[config.mk]
export PLATFORM = sky130hd
export DESIGN_NAME = j_pulse_decode_flat
export DESIGN_NICKNAME = d
export VERILOG_FILES = /design/src/rtl/j_pulse_decode_if.sv /design/src/rtl/j_pulse_decode.sv /design/src/flat_wrapper.sv
export SDC_FILE = /design/constraint.sdc
export NUM_CORES = 1
export LEC_CHECK = 0
export ABC_AREA = 1
export CAP_MARGIN = 25
export CORE_MARGIN = 2
export CORE_UTILIZATION = 46
export CTS_CLUSTER_SIZE = 12
export DETAILED_ROUTE_END_ITERATION = 8
export PLACE_DENSITY = 0.79
export SLEW_MARGIN = 10
export SYNTH_ARGS = -nofsm -noshare
export SYNTH_HDL_FRONTEND = slang
export SYNTH_SLANG_ARGS = --single-unit
[constraint.sdc]
create_clock -name sys_clk -period 1.5 [get_ports sys_clk]
set_clock_uncertainty 0.15 [all_clocks]
set_input_delay 0.3 -clock sys_clk [delete_from_list [all_inputs] [get_ports sys_clk]]
set_output_delay 0.3 -clock sys_clk [all_outputs]
set_load 0.05 [all_outputs]
[src/rtl/j_pulse_decode_if.sv]
// Signal bundle between the DAC pulse stream and j_pulse_decode.
// The master drives the sampled clock/phase/pulse and the decoder (slave) returns each result.
interface j_pulse_decode_if;
    logic       clk;
    logic [7:0] a;
    logic       pulse;
    logic [6:0] pos;
    logic [7:0] width;
    logic       err;
    logic       valid;

    modport master (
        output clk, a, pulse,
        input  pos, width, err, valid
    );

    modport slave (
        input  clk, a, pulse,
        output pos, width, err, valid
    );
endinterface

[src/rtl/j_pulse_decode.sv]
// Recovers start phase and high width of each DAC pulse, sampled on rising edges of the
// slow clk strobe in the sys_clk domain; one registered result strobe per completed pulse.
module j_pulse_decode #(
    parameter int unsigned WMAX = 255
) (
    input  logic            sys_clk,
    input  logic            reset,
    j_pulse_decode_if.slave bus
);
    localparam logic [7:0] WLIM = 8'(WMAX);

    typedef enum logic [1:0] {IDLE, HIGH, STUCK} state_t;

    state_t     state, state_nxt;
    logic       clk_q, pulse_q;
    logic [7:0] cnt, cnt_nxt;
    logic [6:0] pos_r, pos_r_nxt;
    logic       perr, perr_nxt;
    logic       pub, pub_err;
    logic [7:0] pub_width;
    logic [6:0] pos_q;
    logic [7:0] width_q;
    logic       err_q, valid_q;
    logic       tick, rise, fall;

    assign tick = bus.clk & ~clk_q;
    assign rise = tick &  bus.pulse & ~pulse_q;
    assign fall = tick & ~bus.pulse &  pulse_q;

    // NOTE: every output of this block is assigned a default first, so no path can infer a latch.
    always_comb begin
        state_nxt = state;
        cnt_nxt   = cnt;
        pos_r_nxt = pos_r;
        perr_nxt  = perr;
        pub       = 1'b0;
        pub_width = cnt;
        pub_err   = perr;
        if (tick) begin
            unique case (state)
                IDLE: begin
                    if (rise) begin
                        cnt_nxt   = 8'd1;
                        pos_r_nxt = bus.a[6:0];
                        perr_nxt  = bus.a[7];
                        state_nxt = HIGH;
                    end
                end
                HIGH: begin
                    if (fall) begin
                        pub       = 1'b1;
                        state_nxt = IDLE;
                    end else if (bus.pulse) begin
                        if (cnt < WLIM) begin
                            cnt_nxt = cnt + 8'd1;
                        end else begin
                            // Saturated: report once, then wait out the pulse silently.
                            pub       = 1'b1;
                            pub_width = WLIM;
                            pub_err   = 1'b1;
                            state_nxt = STUCK;
                        end
                    end
                end
                STUCK: begin
                    if (fall) state_nxt = IDLE;
                end
                default: state_nxt = IDLE;
            endcase
        end
    end

    // NOTE: state registers use non-blocking assignments so all flops sample pre-edge values.
    always_ff @(posedge sys_clk) begin
        if (reset) begin
            state   <= IDLE;
            clk_q   <= 1'b0;
            pulse_q <= 1'b1;  // a pulse already high at release must not count as a rise
            cnt     <= 8'd0;
            pos_r   <= 7'd0;
            perr    <= 1'b0;
            pos_q   <= 7'd0;
            width_q <= 8'd0;
            err_q   <= 1'b0;
            valid_q <= 1'b0;
        end else begin
            clk_q   <= bus.clk;
            valid_q <= pub;
            if (tick) pulse_q <= bus.pulse;
            state   <= state_nxt;
            cnt     <= cnt_nxt;
            pos_r   <= pos_r_nxt;
            perr    <= perr_nxt;
            if (pub) begin
                pos_q   <= pos_r;
                width_q <= pub_width;
                err_q   <= pub_err;
            end
        end
    end

    assign bus.pos   = pos_q;
    assign bus.width = width_q;
    assign bus.err   = err_q;
    assign bus.valid = valid_q;
endmodule

[src/flat_wrapper.sv]
// flat-port wrapper written by rule: the top's interface ports become plain ports
module j_pulse_decode_flat 
#(
    parameter int unsigned WMAX = 255
)
  (sys_clk, reset, bus_clk, bus_a, bus_pulse, bus_pos, bus_width, bus_err, bus_valid);
  j_pulse_decode_if bus_i ();
  input  logic sys_clk;
  input  logic reset;
  input wire logic [$bits(bus_i.clk)-1:0] bus_clk;
  input wire logic [$bits(bus_i.a)-1:0] bus_a;
  input wire logic [$bits(bus_i.pulse)-1:0] bus_pulse;
  output wire logic [$bits(bus_i.pos)-1:0] bus_pos;
  output wire logic [$bits(bus_i.width)-1:0] bus_width;
  output wire logic [$bits(bus_i.err)-1:0] bus_err;
  output wire logic [$bits(bus_i.valid)-1:0] bus_valid;
  assign bus_i.clk = bus_clk;
  assign bus_i.a = bus_a;
  assign bus_i.pulse = bus_pulse;
  assign bus_pos = bus_i.pos;
  assign bus_width = bus_i.width;
  assign bus_err = bus_i.err;
  assign bus_valid = bus_i.valid;
  j_pulse_decode #(.WMAX(WMAX)) u_core (.sys_clk(sys_clk), .reset(reset), .bus(bus_i));
endmodule
==> results.py, run 1 <==
metrics = {
    "clock_tree": {
        "cts_tree": "yes",
        "cts_buffers": 5,
        "ctsHoldBuffers": 0,
        "clock_latency_ns": 0.36,
        "cts_buffer_depth": 2,
        "cts.sinks": 37,
        "htreeDepth": 2,
        "cts_root_buffer": "clkbuf_4",
        "clkSlewWorstSetupHoldPaths_ns": 0.11,
    },
    "placed_design": {
        "dp_slack_ns": -0.443,
        "hpwlAfterDp_microns": 2880,
        "portBuffers": 28,
        "place_inst": 331,
        "gp_congestion": 0.879,
        "place_area_sq_um": 2360,
    },
    "min_path": {
        "hold_class": "input port to flip-flop",
    },
    "routing": {
        "firstDrtPassIters": 4,
        "drt_iter0_drc": 137,
        "viasPerCell": 5.37,
        "wl_per_cell_microns": 15.0,
        "post-route-drc-count": 0,
        "ant_nets": 0,
        "route.vias.total": 1853,
        "wirelength_microns": 5180,
    },
    "die": {
        "die_width_microns": 63.9,
        "ioPinCount": 29,
        "floorplan.initialDensity_pct": 48.7,
        "die_h_microns": 63.9,
        "rows": 21,
        "core_area_sq_um": 3390,
        "dieArea_sq_um": 4080,
    },
    "worst_setup_path": {
        "cp_max_fo": 10,
        "slowest_delay_ns": 0.50,
        "path_buf_inv": 3,
        "critPathRequiredTime_ns": 1.65,
        "critical_path_class": "flip-flop to flip-flop",
        "cp.arrival_ns": 1.79,
        "end_kind": "flip-flop",
        "critPathSlowestCell": "dfxtp_1",
        "path_cells": "nand2_4 -> inv_2 -> nand4_1 -> buf_4 -> nand2_8 -> buf_12 -> o21ai_0 -> nor2_1",
        "cp_top_family": "flip-flops",
        "startpoint_type": "flip-flop",
    },
    "synth": {
        "synth_area_leaders": "dfxtp_1 45%, nand2_1 13%, nor2_1 10%",
        "syn_area_sq_um": 1650,
        "yosysTopAreaCell": "dfxtp_1",
        "postSynthAreaPerCell_sq_um": 6.93,
        "synthArstFlopShare_pct": 0,
        "yosysTopAreaCellShare_pct": 44.9,
        "synth_cell_types": 21,
        "synth-seq-cells": 37,
        "synth_cells": 238,
        "yosysSeqAreaShare_pct": 44.9,
        "yosys.cell_count.top_type": "nand2_1",
        "yosys-top-cells-count": "58 x nand2_1, 44 x nor2_1, 37 x dfxtp_1",
        "synth_edf_count": 0,
        "synth_flop_cell": "dfxtp_1",
        "syn_nets": 251,
        "ys_warn_count": 0,
    },
    "pwr": {
        "fin_total_pwr_mw": 2.07,
        "p_leak_nw": 1.12,
        "worst_ir_drop_vdd_mv": 0.632,
        "power_density_nw_per_um2": 785,
    },
    "global_routing": {
        "grt_pass1_vias": 1679,
        "top_usage_layer": "met2",
        "track_usage_pct": 22.8,
        "met1_usage_pct": 27.2,
        "grt_first_pass_wirelength_microns": 7340,
        "grt.met3_usage_pct": 5.63,
        "antenna_found_initial": 0,
        "grt_max_degree": 16,
        "gr-usage-met2_pct": 38.7,
        "grt_overflow_total": 0,
    },
    "sta": {
        "finalCritPeriodShare_pct": 109,
        "maxSlewViolCount": 0,
        "hold_viol": 0,
        "setup_viol": 25,
        "fin_setup_tns_ns": -2.21,
        "worst_slack_ns": -0.141,
        "fmax_mhz": 609,
        "period_needed_ns": 1.64,
        "max-slew-margin-rel_pct": 71.1,
        "whs_ns": 0.0828,
        "rsz0062_at_grt": "yes",
        "worst_slew_pin_slew_ns": 0.434,
    },
    "finish": {
        "instances_no_fill": 345,
        "nNetsFinal": 311,
        "diodes": 0,
        "final_area_sq_um": 2640,
        "drive_above_1_share_pct": 33.8,
        "area_growth_pct": 59.9,
        "utilization_pct": 77.8,
    },
    "flow_run": {
        "maxCapViolations": 0,
    },
    "status": {
        "status": "complete, but fails checks",
        "violations": "negative setup slack",
    },
}
-- layer usage --
metal / vias to the layer above / part of all wire (%) / wire (microns)
li1: 883 / - / -
met1: 867 / 38 / 1960
met2: 79 / 52 / 2710
met3: 24 / 5.4 / 279
met4: 0 / 4.3 / 224
met5: - / 0 / 0
-- power breakdown --
part | switching (mW) | internal [mW] | total (mW) | leakage (nW)
registers | 0.0244 | 1.00 | 1.03 | 0.301
clock network | 0.363 | 0.355 | 0.718 | 0.0457
logic | 0.183 | 0.140 | 0.323 | 0.777
total | 0.571 | 1.50 | 2.07 | 1.12
-- worst register-to-register path, stage by stage (launching register included) --
cell and delay [ns]:
dfxtp_1 0.50, nand2_4 0.09, inv_2 0.11, nand4_1 0.13, buf_4 0.19, nand2_8 0.10, buf_12 0.13, o21ai_0 0.08
nor2_1 0.12
-- cell usage in the layout, fill, tap and decap left out --
master	n
a21oi_1	15
a21oi_2	4
a31oi_1	2
buf_12	18
buf_4	26
buf_6	4
bufinv_16	1
clkbuf_4	5
clkdlybuf4s50_1	10
clkinv_4	1
dfxtp_1	34
dfxtp_2	2
dfxtp_4	1
dlymetal6s2s_1	1
ha_4	1
inv_1	15
inv_2	6
inv_4	1
inv_6	1
nand2_1	49
nand2_2	8
nand2_4	4
nand2_8	1
nand3_1	14
nand3_2	2
nand3_4	3
nand4_1	2
nor2_1	38
nor2_2	4
nor2_4	6
nor3b_1	1
o21ai_0	11
o21ai_1	5
o21ai_2	2
o21bai_1	1
-- flip-flops by register name (all words and copies together) (netlist names) --
signal / flops
u_core.pos_r: 7
u_core.bus.err: 1
u_core.bus.width: 8
u_core.cnt: 8
u_core.bus.valid: 1
u_core.clk_q: 1
u_core.bus.pos: 7
u_core.perr: 1
u_core.state: 2
u_core.pulse_q: 1
-- layout make-up --
cell class                      instances  area (sq um)
Sequential cell                        37           747
Clock inverter                          3          45.0
Clock buffer                            5          37.5
Tap cell                               46          57.6
Inverter                               22          87.6
Multi-Input combinational cell        173           950
Timing Repair Buffer                   59           713
Fill cell                             204           752
-- cells by family after synthesis --
group | Yosys count | synth area share, %
and+or+nand+nor | 131 | 34.1
adders and majority gates | 1 | 0.759
buffers and inverters | 29 | 7.74
DFF | 37 | 44.9
AOI/OAI and AO/OA | 40 | 12.4
-- path summary, 6_finish.rpt --
check	startpoint	end	slack [ns]	cells after the start
setup / recovery	u_core.state[0]$_SDFFE_PP0P_	u_core.bus.pos[6]$_SDFFE_PP0P_	-0.14	8
setup reg to reg	u_core.state[0]$_SDFFE_PP0P_	u_core.bus.pos[6]$_SDFFE_PP0P_	-0.14	8
hold / removal	bus_clk	u_core.clk_q$_SDFF_PP0_	0.08	3
hold reg to reg	u_core.pos_r[4]$_SDFFE_PP0P_	u_core.pos_r[4]$_SDFFE_PP0P_	0.32	2
-- timing repair --
action	in CTS	in global routing
cloned	0	1
pin swaps	7	20
endpoints found under the setup margin	23	34
gates resized for setup	12	37
buffers inserted	3	5
(Power assumes the default switching activity.)
==> run 2, diff against run 1 <==
--- a/config.mk
+++ b/config.mk
@@ -11,7 +11,7 @@
 export CORE_UTILIZATION = 46
 export CTS_CLUSTER_SIZE = 12
 export DETAILED_ROUTE_END_ITERATION = 8
-export PLACE_DENSITY = 0.79
+export PLACE_DENSITY = 0.85
 export SLEW_MARGIN = 10
 export SYNTH_ARGS = -nofsm -noshare
 export SYNTH_HDL_FRONTEND = slang
==> results.py, run 2 (same netlist as run 1, synthesis figures left out) <==
metrics = {
    "status": {
        "status": "complete, but fails checks",
        "violations": "negative setup slack",
    },
    "die": {
        "rows": 21,
        "floorplan.initialDensity_pct": 48.7,
        "dieArea_sq_um": 4080,
        "ioPinCount": 29,
        "die_width_microns": 63.9,
        "core_area_sq_um": 3390,
        "die_h_microns": 63.9,
    },
    "clock_tree": {
        "htreeDepth": 2,
        "cts_buffers": 5,
        "clkSlewWorstSetupHoldPaths_ns": 0.12,
        "cts_buffer_depth": 2,
        "cts.sinks": 37,
        "cts_root_buffer": "clkbuf_4",
        "ctsHoldBuffers": 0,
        "cts_tree": "yes",
        "clock_latency_ns": 0.37,
    },
    "global_routing": {
        "grt_overflow_total": 0,
        "grt_first_pass_wirelength_microns": 6720,
        "antenna_found_initial": 0,
        "grt_pass1_vias": 1584,
        "grt_max_degree": 16,
        "track_usage_pct": 21.2,
    },
    "worst_setup_path": {
        "path_cells": "ha_4 -> nand2_4 -> nor2_4 -> nand3_2 -> inv_2 -> nand2_4 -> nand2_8 -> clkbuf_16 -> o21ai_1 -> nor2_1",
        "slowest_delay_ns": 0.38,
        "critical_path_class": "flip-flop to flip-flop",
        "cp_top_family": "simple AND/OR/NAND/NOR gates",
        "end_kind": "flip-flop",
        "cp.arrival_ns": 1.75,
        "cp_max_fo": 6,
        "startpoint_type": "flip-flop",
        "path_buf_inv": 2,
        "critPathRequiredTime_ns": 1.66,
        "cpMostUsedCell": "nand2_4",
        "critPathSlowestCell": "dfxtp_4",
    },
    "routing": {
        "drt_iter0_drc": 170,
        "wl_per_cell_microns": 13.6,
        "viasPerCell": 5.25,
        "firstDrtPassIters": 4,
        "post-route-drc-count": 0,
        "wirelength_microns": 4640,
        "ant_nets": 0,
        "route.vias.total": 1789,
    },
    "placed_design": {
        "dp_slack_ns": -0.432,
        "place_area_sq_um": 2330,
        "hpwlAfterDp_microns": 2860,
        "gp_congestion": 0.856,
        "portBuffers": 28,
    },
    "pwr": {
        "combPwrFrac_pct": 14.9,
        "swShare_pct": 28.9,
        "p_clk_share_pct": 31.2,
        "seqPwrFrac_pct": 53.9,
        "power_switching_mw": 0.551,
        "p_leak_nw": 1.08,
        "p_int_mw": 1.36,
        "worst_ir_drop_vdd_mv": 0.618,
        "power_density_nw_per_um2": 756,
    },
    "finish": {
        "final_area_sq_um": 2520,
        "fillers": 221,
        "nNetsFinal": 307,
        "drive_above_1_share_pct": 30.2,
        "ff_latch_area_sq_um": 747,
        "final_cell_mix": "50 x nand2_1, 39 x nor2_1, 34 x dfxtp_1",
        "multi_input_area_sq_um": 883,
        "final_common_cell": "nand2_1",
        "diodes": 0,
        "area_growth_pct": 52.9,
    },
    "flow_run": {
        "maxCapViolations": 0,
    },
    "sta": {
        "setup_viol": 20,
        "fmax_mhz": 629,
        "finalCritPeriodShare_pct": 106,
        "maxSlewViolCount": 0,
        "worst_slew_pin_slew_ns": 0.405,
        "period_needed_ns": 1.59,
        "worst_slack_ns": -0.0910,
        "max-slew-margin-rel_pct": 73.0,
        "rsz0062_at_grt": "yes",
        "hold_viol": 0,
    },
    "min_path": {
        "hold_class": "flip-flop to flip-flop",
    },
}
==> run 2: changes by cell type in the layout (fill, tap and decap cells not counted), sizes merged <==
cell	previous run	this run
clkinv	1	3
inv	23	21
clkdlybuf4s50	10	11
clkbuf	5	7
dlymetal6s2s	1	0
bufinv	1	0
buf	48	43
==> run 2: area by class of cell <==
class,instances,area share (%)
Inverter,22,3.37
Clock buffer,6,2.03
Sequential cell,37,29.6
Clock inverter,2,0.546
Multi-Input combinational cell,173,35.0
Tap cell,46,2.28
Timing Repair Buffer,55,27.1
==> run 2: path summary, 6_finish.rpt <==
| check | start | to | slack (ns) | cells past startpoint |
|---|---|---|---|---|
| worst max-delay path | u_core.cnt[0]$_SDFFE_PP0P_ | u_core.bus.pos[0]$_SDFFE_PP0P_ | -0.09 | 10 |
| worst min-delay path | u_core.pos_r[5]$_SDFFE_PP0P_ | u_core.pos_r[5]$_SDFFE_PP0P_ | 0.33 | 2 |
| worst max register to register | u_core.cnt[0]$_SDFFE_PP0P_ | u_core.bus.pos[0]$_SDFFE_PP0P_ | -0.09 | 10 |
| worst min register to register | u_core.pos_r[5]$_SDFFE_PP0P_ | u_core.pos_r[5]$_SDFFE_PP0P_ | 0.33 | 2 |
==> run 2: worst min-delay path, delay by kind of cell, from the launching register on <==
family / cells / cell delay, ns
flip-flops: 1 / 0.33
AND/OR/NAND/NOR: 1 / 0.06
AO/OA/AOI/OAI: 1 / 0.05
==> run 2: stage by stage <==
stage | cells | setup TNS, ns | util, % | power (mW) | hold WS, ns
after floorplan | 238 | -0.382 | - | 1.17 | 0.257
after global placement | 328 | -10.12 | 68.9 | 1.28 | 0.298
after detailed placement | 328 | -11.71 | 68.9 | 1.29 | 0.305
after CTS | 336 | -0.883 | 70.9 | 1.87 | 0.322
after global routing | 341 | -3.22 | 74.4 | 1.98 | 0.348
final | 341 | -1.11 | 74.4 | 1.91 | 0.327
==> run 2: metal layers <==
metal	global-route usage [%]	part of all wire, %	vias to the layer above
met5	0	0	-
met4	10.9	2.4	0
met3	6.87	7.9	10
met2	34.9	50	86
met1	24.6	40	816
li1	-	-	877
==> run 2: power by group through the flow <==
| stage | Sequential, mW | Combinational [mW] | Clock, mW |
|---|---|---|---|
| 2_1_floorplan | 1.06 | 0.108 | 0 |
| 3_3_place_gp | 1.05 | 0.237 | 0 |
| 3_5_place_dp | 1.05 | 0.242 | 0 |
| 4_1_cts | 1.02 | 0.244 | 0.598 |
| 5_1_grt | 1.03 | 0.304 | 0.642 |
| 6_report | 1.03 | 0.285 | 0.595 |
==> run 2: timing repair <==
action | CTS | global route
gates resized for setup | 2 | 26
endpoints found under the setup margin | 22 | 34
hold endpoints to repair | 0 | 0
gates cloned | 0 | 2
setup buffers | 0 | 3
pin swaps | 4 | 9
==> run 3, diff against run 2 <==
--- a/config.mk
+++ b/config.mk
@@ -6,6 +6,7 @@
 export NUM_CORES = 1
 export LEC_CHECK = 0
 export ABC_AREA = 1
+export ABC_CLOCK_PERIOD_IN_PS = 1500
 export CAP_MARGIN = 25
 export CORE_MARGIN = 2
 export CORE_UTILIZATION = 46
==> results of run 3 <==
No change in the layout: final DEF, timing and power equal those of run 2.
